===== src/rtl/vx_alu_route_arb.sv =====
// Routes requests to one of NUM_UNITS execution sub-units under per-unit credit
// limits, and merges their responses round-robin into one registered output.
module vx_alu_route_arb #(
  parameter int NUM_UNITS   = 3,
  parameter int REQ_DATAW   = 64,
  parameter int RSP_DATAW   = 64,
  parameter int MAX_PENDING = 4,
  localparam int SEL_BITS   = (NUM_UNITS > 1) ? $clog2(NUM_UNITS) : 1,
  localparam int CNT_BITS   = $clog2(MAX_PENDING + 1)
) (
  input  logic                           clk,
  input  logic                           reset,
  input  logic                           req_valid,
  input  logic [SEL_BITS-1:0]            req_sel,
  input  logic [REQ_DATAW-1:0]           req_data,
  output logic                           req_ready,
  output logic [NUM_UNITS-1:0]           unit_req_valid,
  output logic [REQ_DATAW-1:0]           unit_req_data,
  input  logic [NUM_UNITS-1:0]           unit_req_ready,
  input  logic [NUM_UNITS-1:0]           unit_rsp_valid,
  input  logic [NUM_UNITS*RSP_DATAW-1:0] unit_rsp_data,
  output logic [NUM_UNITS-1:0]           unit_rsp_ready,
  output logic                           rsp_valid,
  output logic [RSP_DATAW-1:0]           rsp_data,
  output logic [SEL_BITS-1:0]            rsp_sel,
  input  logic                           rsp_ready,
  output logic                           busy,
  output logic                           sel_err
);

  localparam logic [SEL_BITS:0]   NUM_U = (SEL_BITS+1)'(NUM_UNITS);
  localparam logic [CNT_BITS-1:0] MAX_P = CNT_BITS'(MAX_PENDING);

  logic [CNT_BITS-1:0]  cnt_q [NUM_UNITS];
  logic [CNT_BITS-1:0]  cnt_d [NUM_UNITS];
  logic [NUM_UNITS-1:0] room_s;
  logic [NUM_UNITS-1:0] cnt_nz_s;
  logic                 sel_ok_s;
  logic [SEL_BITS-1:0]  rr_q, rr_d;
  logic [SEL_BITS:0]    idx_s;
  logic [SEL_BITS:0]    nxt_s;
  logic [NUM_UNITS-1:0] grant_s;
  logic [SEL_BITS-1:0]  grant_idx_s;
  logic                 grant_any_s;
  logic [RSP_DATAW-1:0] grant_data_s;
  logic                 load_s;
  logic                 rsp_fire_s;
  logic                 rsp_valid_q, rsp_valid_d;
  logic [RSP_DATAW-1:0] rsp_data_q, rsp_data_d;
  logic [SEL_BITS-1:0]  rsp_sel_q, rsp_sel_d;
  logic                 sel_err_q, sel_err_d;

  assign unit_req_data = req_data;

  // Request steering; an out-of-range select is swallowed with req_ready high.
  always_comb begin
    sel_ok_s       = ({1'b0, req_sel} < NUM_U);
    req_ready      = 1'b1;
    unit_req_valid = '0;
    room_s         = '0;
    for (int i = 0; i < NUM_UNITS; i++) begin
      room_s[i] = (cnt_q[i] < MAX_P);
      if (sel_ok_s && (req_sel == SEL_BITS'(i))) begin
        unit_req_valid[i] = req_valid && room_s[i];
        req_ready         = unit_req_ready[i] && room_s[i];
      end else begin
        unit_req_valid[i] = 1'b0;
      end
    end
  end

  // Round-robin search starting at rr_q; first valid index wins.
  always_comb begin
    grant_any_s = 1'b0;
    grant_idx_s = '0;
    idx_s       = '0;
    for (int k = 0; k < NUM_UNITS; k++) begin
      idx_s = {1'b0, rr_q} + (SEL_BITS+1)'(k);
      if (idx_s >= NUM_U) begin
        idx_s = idx_s - NUM_U;
      end else begin
        idx_s = idx_s;
      end
      if (!grant_any_s && unit_rsp_valid[idx_s[SEL_BITS-1:0]]) begin
        grant_any_s = 1'b1;
        grant_idx_s = idx_s[SEL_BITS-1:0];
      end else begin
        grant_any_s = grant_any_s;
      end
    end
  end

  // One-hot grant, granted payload mux and the response handshake.
  always_comb begin
    grant_s      = '0;
    grant_data_s = '0;
    for (int i = 0; i < NUM_UNITS; i++) begin
      grant_s[i] = grant_any_s && (grant_idx_s == SEL_BITS'(i));
      if (grant_s[i]) begin
        grant_data_s = unit_rsp_data[i*RSP_DATAW +: RSP_DATAW];
      end else begin
        grant_data_s = grant_data_s;
      end
    end
    load_s         = !rsp_valid_q || rsp_ready;
    unit_rsp_ready = grant_s & {NUM_UNITS{load_s}};
    rsp_fire_s     = grant_any_s && load_s;
  end

  // Per-unit outstanding counters; a stray response at zero saturates.
  always_comb begin
    cnt_nz_s = '0;
    for (int i = 0; i < NUM_UNITS; i++) begin
      cnt_nz_s[i] = (cnt_q[i] != '0);
      case ({unit_req_valid[i] && unit_req_ready[i], unit_rsp_valid[i] && unit_rsp_ready[i]})
        2'b10:   cnt_d[i] = cnt_q[i] + CNT_BITS'(1);
        2'b01:   cnt_d[i] = cnt_nz_s[i] ? (cnt_q[i] - CNT_BITS'(1)) : '0;
        default: cnt_d[i] = cnt_q[i];
      endcase
    end
  end

  // Output register, round-robin pointer and select-error next state.
  always_comb begin
    rsp_valid_d = rsp_valid_q;
    rsp_data_d  = rsp_data_q;
    rsp_sel_d   = rsp_sel_q;
    rr_d        = rr_q;
    nxt_s       = {1'b0, grant_idx_s} + (SEL_BITS+1)'(1);
    if (rsp_fire_s) begin
      rsp_valid_d = 1'b1;
      rsp_data_d  = grant_data_s;
      rsp_sel_d   = grant_idx_s;
      rr_d        = (nxt_s >= NUM_U) ? '0 : nxt_s[SEL_BITS-1:0];
    end else if (load_s) begin
      rsp_valid_d = 1'b0;
    end else begin
      rsp_valid_d = rsp_valid_q;
    end
    sel_err_d = req_valid && !sel_ok_s;
  end

  // State registers with synchronous reset.
  always_ff @(posedge clk) begin
    if (reset) begin
      for (int i = 0; i < NUM_UNITS; i++) begin
        cnt_q[i] <= '0;
      end
      rr_q        <= '0;
      rsp_valid_q <= 1'b0;
      rsp_data_q  <= '0;
      rsp_sel_q   <= '0;
      sel_err_q   <= 1'b0;
    end else begin
      for (int i = 0; i < NUM_UNITS; i++) begin
        cnt_q[i] <= cnt_d[i];
      end
      rr_q        <= rr_d;
      rsp_valid_q <= rsp_valid_d;
      rsp_data_q  <= rsp_data_d;
      rsp_sel_q   <= rsp_sel_d;
      sel_err_q   <= sel_err_d;
    end
  end

  assign rsp_valid = rsp_valid_q;
  assign rsp_data  = rsp_data_q;
  assign rsp_sel   = rsp_sel_q;
  assign sel_err   = sel_err_q;
  assign busy      = rsp_valid_q || (|cnt_nz_s);

endmodule


===== config.mk =====
export PLATFORM = sky130hd
export DESIGN_NAME = vx_alu_route_arb
export DESIGN_NICKNAME = d
export VERILOG_FILES = /design/src/rtl/vx_alu_route_arb.sv
export SDC_FILE = /design/constraint.sdc
export NUM_CORES = 1
export LEC_CHECK = 0
export ABC_CLOCK_PERIOD_IN_PS = 2650
export BUFFER_PORTS_ARGS = -buffer_cell sky130_fd_sc_hd__buf_2
export CAP_MARGIN = 20
export CORE_AREA = 4 4 158 160
export CTS_CLUSTER_DIAMETER = 120
export DETAILED_ROUTE_END_ITERATION = 10
export DIE_AREA = 0 0 162 164
export HOLD_SLACK_MARGIN = 0.05
export PLACE_DENSITY = 0.61
export SYNTH_ARGS = -nofsm -noshare
export SYNTH_HDL_FRONTEND = slang
export SYNTH_SLANG_ARGS = --single-unit
export TNS_END_PERCENT = 30

===== constraint.sdc =====
create_clock -name clk -period 2.65 [get_ports clk]
set_input_delay 0.265 -clock clk [delete_from_list [all_inputs] [get_ports clk]]
set_output_delay 0.265 -clock clk [all_outputs]
set_load 0.01 [all_outputs]

== Word level (Yosys, flattened, before mapping) ==
Memory sizes are Yosys's and may differ from the RTL's.
Cells that the tools add are included.
Storage, ports and cells
  memories: 1
  output and inout bits: 140
  ROM bits: 0
  bits in writable memories: 9
  register bits: 70
  bits in latches: 0
  input port bits: 268
Memories
  cnt_q: words 3, bits a word 3, rd ports 3, clocked after Yosys merged registers in 0, write ports 3, RTL line 34  | logic [CNT_BITS-1:0] cnt_q [NUM_UNITS];
Cells by class
  order comparisons: 11
  eq/ne operators: 10
  shift operators: 0
  reduce and logical (&&, ||, !) cells: 35
  add/subtract/negate cells: 12
  $mul: 0
  bitwise operators: 4
  div/mod/pow operators: 0
  mux-type cells: 39
Operators by type and width (number)
  two-way mux 64 bit: 3
  logical AND 1 bit: 22
  two-way mux 3 bit: 6
  case mux 3 bit (2 select lines): 3
  two-way mux 1 bit: 17
  two-way mux 2 bit: 7
  == test 2 x 1 -> 1 bit, second input constant: 5
  == test 2 bit, second input constant: 5
  adder 3 x 1 -> 3 bit, second input constant: 3
  >= comparator 3 x 2 -> 1 bit, second input constant: 3
  less-than comparator 2 x 3 -> 1 bit, second input constant: 3
  less-than comparator 3 bit, second input constant: 3
  nonzero test 3 bit: 3
  subtractor 3 x 1 -> 3 bit, second input constant: 3
  adder 2 x 1 -> 3 bit, second input constant: 2
  binary-select mux 1 bit (select 2 bit): 3
  subtractor 2 bit, second input constant: 3
  logical NOT 1 bit: 4
  logical NOT 2 bit: 2
  adder 2 x 2 -> 3 bit, second input constant: 1
  AND 3 bit: 1
  OR 1 bit: 3
  OR reduction 3 bit: 1
  >= comparator 2 bit, second input constant: 1
  other kinds (3): 4

== Logic depth before layout (Yosys ltp) ==
Gate-level depths: netlist (run 1).
  depth after elaboration: 18
  gate-level depth with buffers: 15
  depth with buffers taken out: 13

== Worst setup path before layout (run 1) ==
No wires, ideal clock.
  path kind: flip-flop to flip-flop
  from: reg rr_q[0]
  to: mem cnt_q[0][8] (netlist name)
  arrival time: 2.670 ns
  cell stages (with the launch flop): 14
  required time: 2.536 ns
  clock period less this slack: 2.783 ns
  slack: -0.133 ns
  buffers on the path: 3
  path through: dfxtp_1 > inv_1 > ha_1 > buf_2 > mux2i_1 > o21ai_1 > o32ai_2 > buf_2 > buf_2 > and2_1 > ha_1 > o21ai_0 > o21ai_0 > nor2b_1
RTL lines
  start, declared: RTL line 39  | logic [SEL_BITS-1:0] rr_q, rr_d;
  start signal, assigned: RTL line 158  | rr_q <= rr_d;
  end, declared: RTL line 34

== Worst setup path after layout (run 1) ==
  from: reg rr_q[1]
  to: out unit_rsp_ready[0]
On the way
  word-level cells in the longest chain between the ends: 14
  elaborated cells between the ends (all ways): 30
RTL lines
  parallel branches: the longest is 12 deep, another holds adder 2 x 1 -> 3 bit
  logical AND 1 bit (*): RTL line 98  | grant_s[i] = grant_any_s && (grant_idx_s == SEL_BITS'(i));
  AND 3 bit (*): RTL line 106  | unit_rsp_ready = grant_s & {NUM_UNITS{load_s}};
  end, declared: RTL line 22  | output logic [NUM_UNITS-1:0] unit_rsp_ready,
Every way passes the cells marked *. The select of a mux whose other input is x is not followed.

==> results.md, run 1 <==
* Synth Area in Compound Gates at 0.364
* Post-Synth XOR/XNOR Area at 0
* CP required at 2380 ps
* Die Width at 162 um
* Worst Tran Pin Value at 451 ps
* Pin count of the biggest net entering global routing at 40
* Leading area contributor after synthesis: dfxtp_1
* Cell variety after synth at 37
* WS Path Type: reg -> out
* Inst Count DP at 1034
* # H-tree levels at 3
* Vias per cell at 4.70
* Max Clock Skew at 13.6 ps
* FF+latch count, synth at 79
* Tmin final at 2610 ps
* Post-synthesis mux area share at 0.0151
* Critical Path Start: rr_q[1]
* Die Y-Extent at 164 um
* Crit path arrival time at 2340 ps
* YS warnings at 0
* Ranking of synthesized cells by area: dfxtp_1 34%, o2bb2ai_1 12%, a221oi_1 12%, buf_4 11%, o21ai_0 7.8%
* Area of the mapped netlist at 4650 sq um
* PortBufs at 279
* Tcrit/Tclk final at 0.984
* Final core occ at 0.281
* Routed Wire Length at 19700 um
* Yosys top cell area share at 0.340
* Largest family of logic cells by synthesized area: compound AO/OA/AOI/OAI gates
* Clock Tree Buf Depth at 2
* # setup viols final at 0
* DR vias at 4969
* Nets at 1019
* Synth Net Count at 805
* Hold buffer count at cts at 0
* Fin worst setup slack at 43.5 ps
* Antenna Nets Post-Route at 0
* GR Util All Layers at 0.134
* FF-to-FF setup slack at 150 ps
* Worst r2r src: rr_q[0]
* Final Hold Fails at 0
* Max Clk Rate at 384 MHz
* Layout cells sized above 1 at 0.480
* Initial core utilization at 0.199
* EDFF count, synth at 0
* Peak supply drop at 0.431 mV
* CTS sink count at 79
* Routed WL per cell at 18.6 um
* Pins over their slew limit at 0
* Sequential area share after synthesis at 0.340
* Cell Area, Placed at 6090 sq um
* Pwr per Cell Area at 1160 nW/um^2
* FILL cells at 2574
* Crit Path Max Fanout at 7
* CP Capture Type: primary output
* Outcome: finished, final reports clean
* Leak at 2.89 nW
* Iter 0 DRT Violations at 255
* Leading cell type in the layout, fill and taps excluded: buf_2
* Die area at 26600 sq um
* Global-route wire length before repair at 27200 um
* Synthesized area per cell at 8.97 sq um
* Clk Latency, worst-skew pair at 350 ps
* Root buf cell: clkbuf_16
* Power Total at 7.63 mW
* Initial antenna violation count at 5
* GRT Residual Overflow at 0
* CTS Buf Count at 9
* Simple-Gate Fraction of Synth Area at 0.0648
* Dpl ws at -39.4 ps
* Unrepaired setup endpoints after global routing: true
* I/O Pins at 408
* DR pass1 iterations at 5
* Max-cap viol count at 0
* Core ar. at 23400 sq um
* CP startpoint kind: flip-flop
* Final std cells w/o fill at 1058
* Min-Delay Path Class: in -> reg
* Max-slew headroom at 0.699
* Cells after synthesis at 519
* Area growth, synth to finish at 41.4%
* Post-synth ARST share at 0
* DRC at 0
* DP Wirelength at 14500 um
* Main synth FF type: dfxtp_1
* Clk slew on worst S/H paths at 70 ps
* Final cell area excluding filler cells at 6580 sq um
* Most frequent cells in the layout: 279 x buf_2, 77 x dfxtp_1, 71 x o21ai_0
* HP Start: unit_rsp_data[179]
* GP Congestion at 0.777
* CTS tree: yes
* Row count at 56
* Vias in the first global route at 4832
* Adder-cell share of the synthesized area at 0.0484
where the power goes:
part	internal (mW)	total [mW]	switching [mW]
Combinational	1.85	4.26	2.42
Clock	0.792	1.38	0.585
Sequential	1.71	1.99	0.280
metrics by stage:
stage,hold WS [ps],TNS [ps]
floorplan,334,-10.7
global placement,441,-35.7
detailed placement,441,-41.7
CTS,186,0
global route,203,-163
finish,201,0
sequential cells by signal (all words and copies together) (netlist names):
signal and count:
sel_err 1, rsp_sel 2, rr_q 2, rsp_data 64, rsp_valid 1, cnt_q 9
logic make-up after synthesis:
group	count (synthesis)
flops	79
compound gates	232
fa+ha+maj	18
simple gates	53
buf+inv	130
mux	7
cells in the mapped netlist, types with 7 or more instances:
library cell,instances
dfxtp_1,79
o21ai_0,73
buf_4,70
o2bb2ai_1,65
a221oi_1,64
clkbuf_1,23
inv_1,22
ha_1,18
a21oi_1,16
nor2_1,16
buf_2,13
nand2_1,11
mux2i_1,7
final cells by class:
cell class	instances	area, sq um	share of cell area
diodes	1	2.50	0.000380
clock buffers	11	253	0.0384
clock inverters	5	63.8	0.00970
inverters	22	82.6	0.0125
multi-input cells	310	2440	0.371
flip-flops and latches	79	1580	0.241
well taps	319	399	0.0606
repair buffers	311	1760	0.267
critical path, stage by stage (launching register included):
cell and delay, ps:
dfxtp_2 380, inv_1 90, ha_4 190, mux2i_2 150, nor2_2 200, buf_4 170, o32ai_4 120, or3_4 430
buf_6 130, inv_1 40, buf_2 110
path summary, 6_finish.rpt:
path,cells after the start,end
min reg2reg,1,rsp_data[45]
max,10,unit_rsp_ready[0]
max reg2reg,11,cnt_q[0][8]
min,3,rsp_data[51]
timing repair:
action / in CTS / in global routing
endpoints found under the setup margin: 5 / 11
pin swaps: 4 / 9
resized for setup: 10 / 16
buffers inserted: 1 / 5
cloned: 0 / 1
layer usage:
metal	track usage	part of all wire	up-vias
met5	0	0.0014	-
met4	0.0827	0.057	4
li1	-	-	2351
met2	0.230	0.49	214
met1	0.149	0.38	2307
met3	0.0331	0.069	93
No activity file was read; power rests on OpenSTA's default activity.
==> run 2: changes to the inputs <==
--- a/config.mk
+++ b/config.mk
@@ -5,15 +5,16 @@
 export SDC_FILE = /design/constraint.sdc
 export NUM_CORES = 1
 export LEC_CHECK = 0
+export ABC_AREA = 1
 export ABC_CLOCK_PERIOD_IN_PS = 2650
 export BUFFER_PORTS_ARGS = -buffer_cell sky130_fd_sc_hd__buf_2
 export CAP_MARGIN = 20
-export CORE_AREA = 4 4 158 160
+export CORE_AREA = 4 4 155 157
 export CTS_CLUSTER_DIAMETER = 120
 export DETAILED_ROUTE_END_ITERATION = 10
-export DIE_AREA = 0 0 162 164
+export DIE_AREA = 0 0 159 161
 export HOLD_SLACK_MARGIN = 0.05
-export PLACE_DENSITY = 0.61
+export PLACE_DENSITY = 0.66
 export SYNTH_ARGS = -nofsm -noshare
 export SYNTH_HDL_FRONTEND = slang
 export SYNTH_SLANG_ARGS = --single-unit
==> results.md, run 2 <==
* Outcome: finished, final reports clean
* Pins over their slew limit at 0 (unchanged)
* Largest register FFs at 64 (unchanged)
* Main synth FF type: dfxtp_1
* Levels on crit path at 11 (+1)
* Crit Path Max Fanout at 27 (+20)
* Reg-to-reg endpoint: cnt_q[0][4]
* Yosys top cell area share at 0.298 (-0.0420)
* DRC at 0 (unchanged)
* Clk Latency, worst-skew pair at 340 ps (about the same)
* CP Capture Type: primary output
* Post-synth ARST share at 0 (unchanged)
* PortBufs at 279 (unchanged)
* Unrepaired setup endpoints after global routing: true
* Max Clock Skew at 14.3 ps (+0.766 ps)
* Slowest CP cell: dfxtp_2
* Iter 0 DRT Violations at 370 (+45%)
* Final std cells w/o fill at 1293 (+22%)
* Clk slew on worst S/H paths at 70 ps (about the same)
* DR pass1 iterations at 5 (unchanged)
* Pin count of the biggest net entering global routing at 56 (+40%)
* CP cell instances: inv_1, ha_4, inv_2, nand2_1, nand2_1, a21oi_4, nand4_1, nand2_4, buf_12, nor3_4, buf_2
* Initial core utilization at 0.236 (+0.0371)
* GRT Residual Overflow at 0 (unchanged)
* Final Hold Fails at 0 (unchanged)
* Hold buffer count at cts at 0 (unchanged)
* Ranking of synthesized cells by area: dfxtp_1 30%, nand2_1 20%, a21oi_1 12%, buf_4 11%, o21ai_1 5.2%
* Max Clk Rate at 398 MHz (+3.7%)
* Vias in the first global route at 5876 (+22%)
* Pwr per Cell Area at 1300 nW/um^2 (+12%)
* # setup viols final at 0 (unchanged)
* Initial antenna violation count at 2 (-3)
* Leak at 3.60 nW (+25%)
* Setup crit end: unit_rsp_ready[0]
* Power Total at 9.01 mW (+18%)
* I/O Pins at 408 (unchanged)
* WS Path Type: reg -> out
* Tmin final at 2510 ps (-91.9 ps)
* Cell Area, Placed at 6500 sq um (+6.8%)
* Worst Path Buf+Inv at 4 (-1)
* Leading cell type in the layout, fill and taps excluded: nand2_1
* Peak supply drop at 0.766 mV (+78%)
* Path depth of the worst reg2reg path at 15 (+4)
* Layout cells sized above 1 at 0.335 (-0.145)
* FF-to-FF setup slack at 220 ps (+70 ps)
* Hold path depth at 3 (unchanged)
* Most frequent cells in the layout: 280 x nand2_1, 279 x buf_2, 128 x a21oi_1
* Area growth, synth to finish at 30.0%
* GP Congestion at 0.845 (+8.8%)
* Crit path arrival time at 2250 ps (-90 ps)
* Global-route wire length before repair at 30900 um (+13%)
* FF+latch count, synth at 79 (unchanged)
* Die Width at 159 um (-1.9%)
* Min-Delay Path Class: in -> reg
* Row count at 55 (-1.8%)
* Antenna Nets Post-Route at 0 (unchanged)
* Max-slew headroom at 0.578 (-0.122)
* Sequential area share after synthesis at 0.298 (-0.0420)
* Commonest cells in the netlist: 281 x nand2_1, 128 x a21oi_1, 79 x dfxtp_1, 77 x buf_4, 55 x o21ai_1
* Leading area contributor after synthesis: dfxtp_1
* # H-tree levels at 3 (unchanged)
* Final core occ at 0.307 (+0.0256)
* Critical Path Start: rr_q[0]
* GR Util All Layers at 0.148 (+0.0140)
* Core ar. at 22500 sq um (-3.8%)
* CTS Buf Count at 9 (unchanged)
* Root buf cell: clkbuf_16
* Vias per cell at 4.65 (-0.92%)
* EDFF count, synth at 0 (unchanged)
* Setup TNS at 0 ps (unchanged)
* Tcrit/Tclk final at 0.949 (-0.0347)
* Max-cap viol count at 0 (unchanged)
* Area of the mapped netlist at 5310 sq um (+14%)
* Routed WL per cell at 15.8 um (-15%)
* Cells after synthesis at 807 (+55%)
* Nets at 1288 (+26%)
* Synthesized area per cell at 6.58 sq um (-27%)
* DP Wirelength at 14800 um (+2.0%)
* Family with the most delay on the worst path: simple AND/OR/NAND/NOR gates
* Die area at 25600 sq um (-3.6%)
* YS warnings at 0 (unchanged)
* Routed Wire Length at 20400 um (+3.3%)
* DR vias at 6017 (+21%)
* Die Y-Extent at 161 um (-1.8%)
* CTS sink count at 79 (unchanged)
* CTS tree: yes
* Most numerous cell in the Yosys netlist: nand2_1
* Synth Net Count at 1093 (+36%)
* Worst Tran Pin Value at 634 ps (+183 ps)
* Worst r2r src: rr_q[0]
* CP required at 2380 ps (about the same)
* Final cell area excluding filler cells at 6900 sq um (+4.9%)
* Most used cell, CP: nand2_1
* CP startpoint kind: flip-flop
* Cell variety after synth at 34 (-8.1%)
* CP max stage delay at 350 ps (-80 ps)
* Clock Tree Buf Depth at 2 (unchanged)
* Inst Count DP at 1273 (+23%)
## run 2: logic make-up (layout without fill, tap and decap cells)
logic type | after synthesis | in the layout | share of synthesized area
flops | 79 | 79 | 0.298
buf+inv | 153 | 353 | 0.170
compound gates | 213 | 213 | 0.209
other cells | 0 | 1 | 0
simple gates | 343 | 343 | 0.279
xor+xnor | 1 | 1 | 0.00165
fa+ha+maj | 18 | 18 | 0.0424
## run 2: where the power goes
| group | internal (mW) | switching, mW |
|---|---|---|
| registers | 1.66 | 0.244 |
| logic | 2.11 | 3.73 |
| clock network | 0.732 | 0.537 |
## run 2: tightest hold or removal path: stages
cell and delay, ps:
buf_2 70, a21oi_1 50, a21oi_1 130
## run 2: cell type report
cell class,count,area [sq um]
Inverter,39,146
Clock inverter,5,56.3
Fill cell,2476,15600
Sequential cell,79,1580
Tap cell,285,357
Clock buffer,11,233
Timing Repair Buffer,298,1650
Multi-Input combinational cell,575,2870
Antenna cell,1,2.50
## run 2: what timing repair did
item                       CTS  global route
buffers inserted             0             2
resized for setup            5            12
setup endpoints to repair    2             6
pin swaps                    0             3
cloned                       0             1
## run 2: worst min path at each step
stage / endpoint / start
3_5_place_dp: rsp_sel[0] / rsp_sel[0]
2_1_floorplan: cnt_q[0][0] / reset
4_1_cts: rsp_data[34] / unit_rsp_data[162]
6_report: rsp_data[13] / unit_rsp_data[141]
3_3_place_gp: rsp_sel[0] / rsp_sel[0]
5_1_grt: rsp_data[24] / unit_rsp_data[152]
## run 2: per-stage QoR
step	worst slack, ps	hold slack, ps
after detailed placement	92.0	478
after floorplan	97.0	343
after global routing	-2.26	208
after global placement	188	487
final	135	209
after CTS	5.46	193
## run 2: metal layers
layer,wire (um),global-route usage
met3,1710,0.0467
met5,8,0
met4,948,0.0765
met1,8330,0.174
met2,9380,0.242
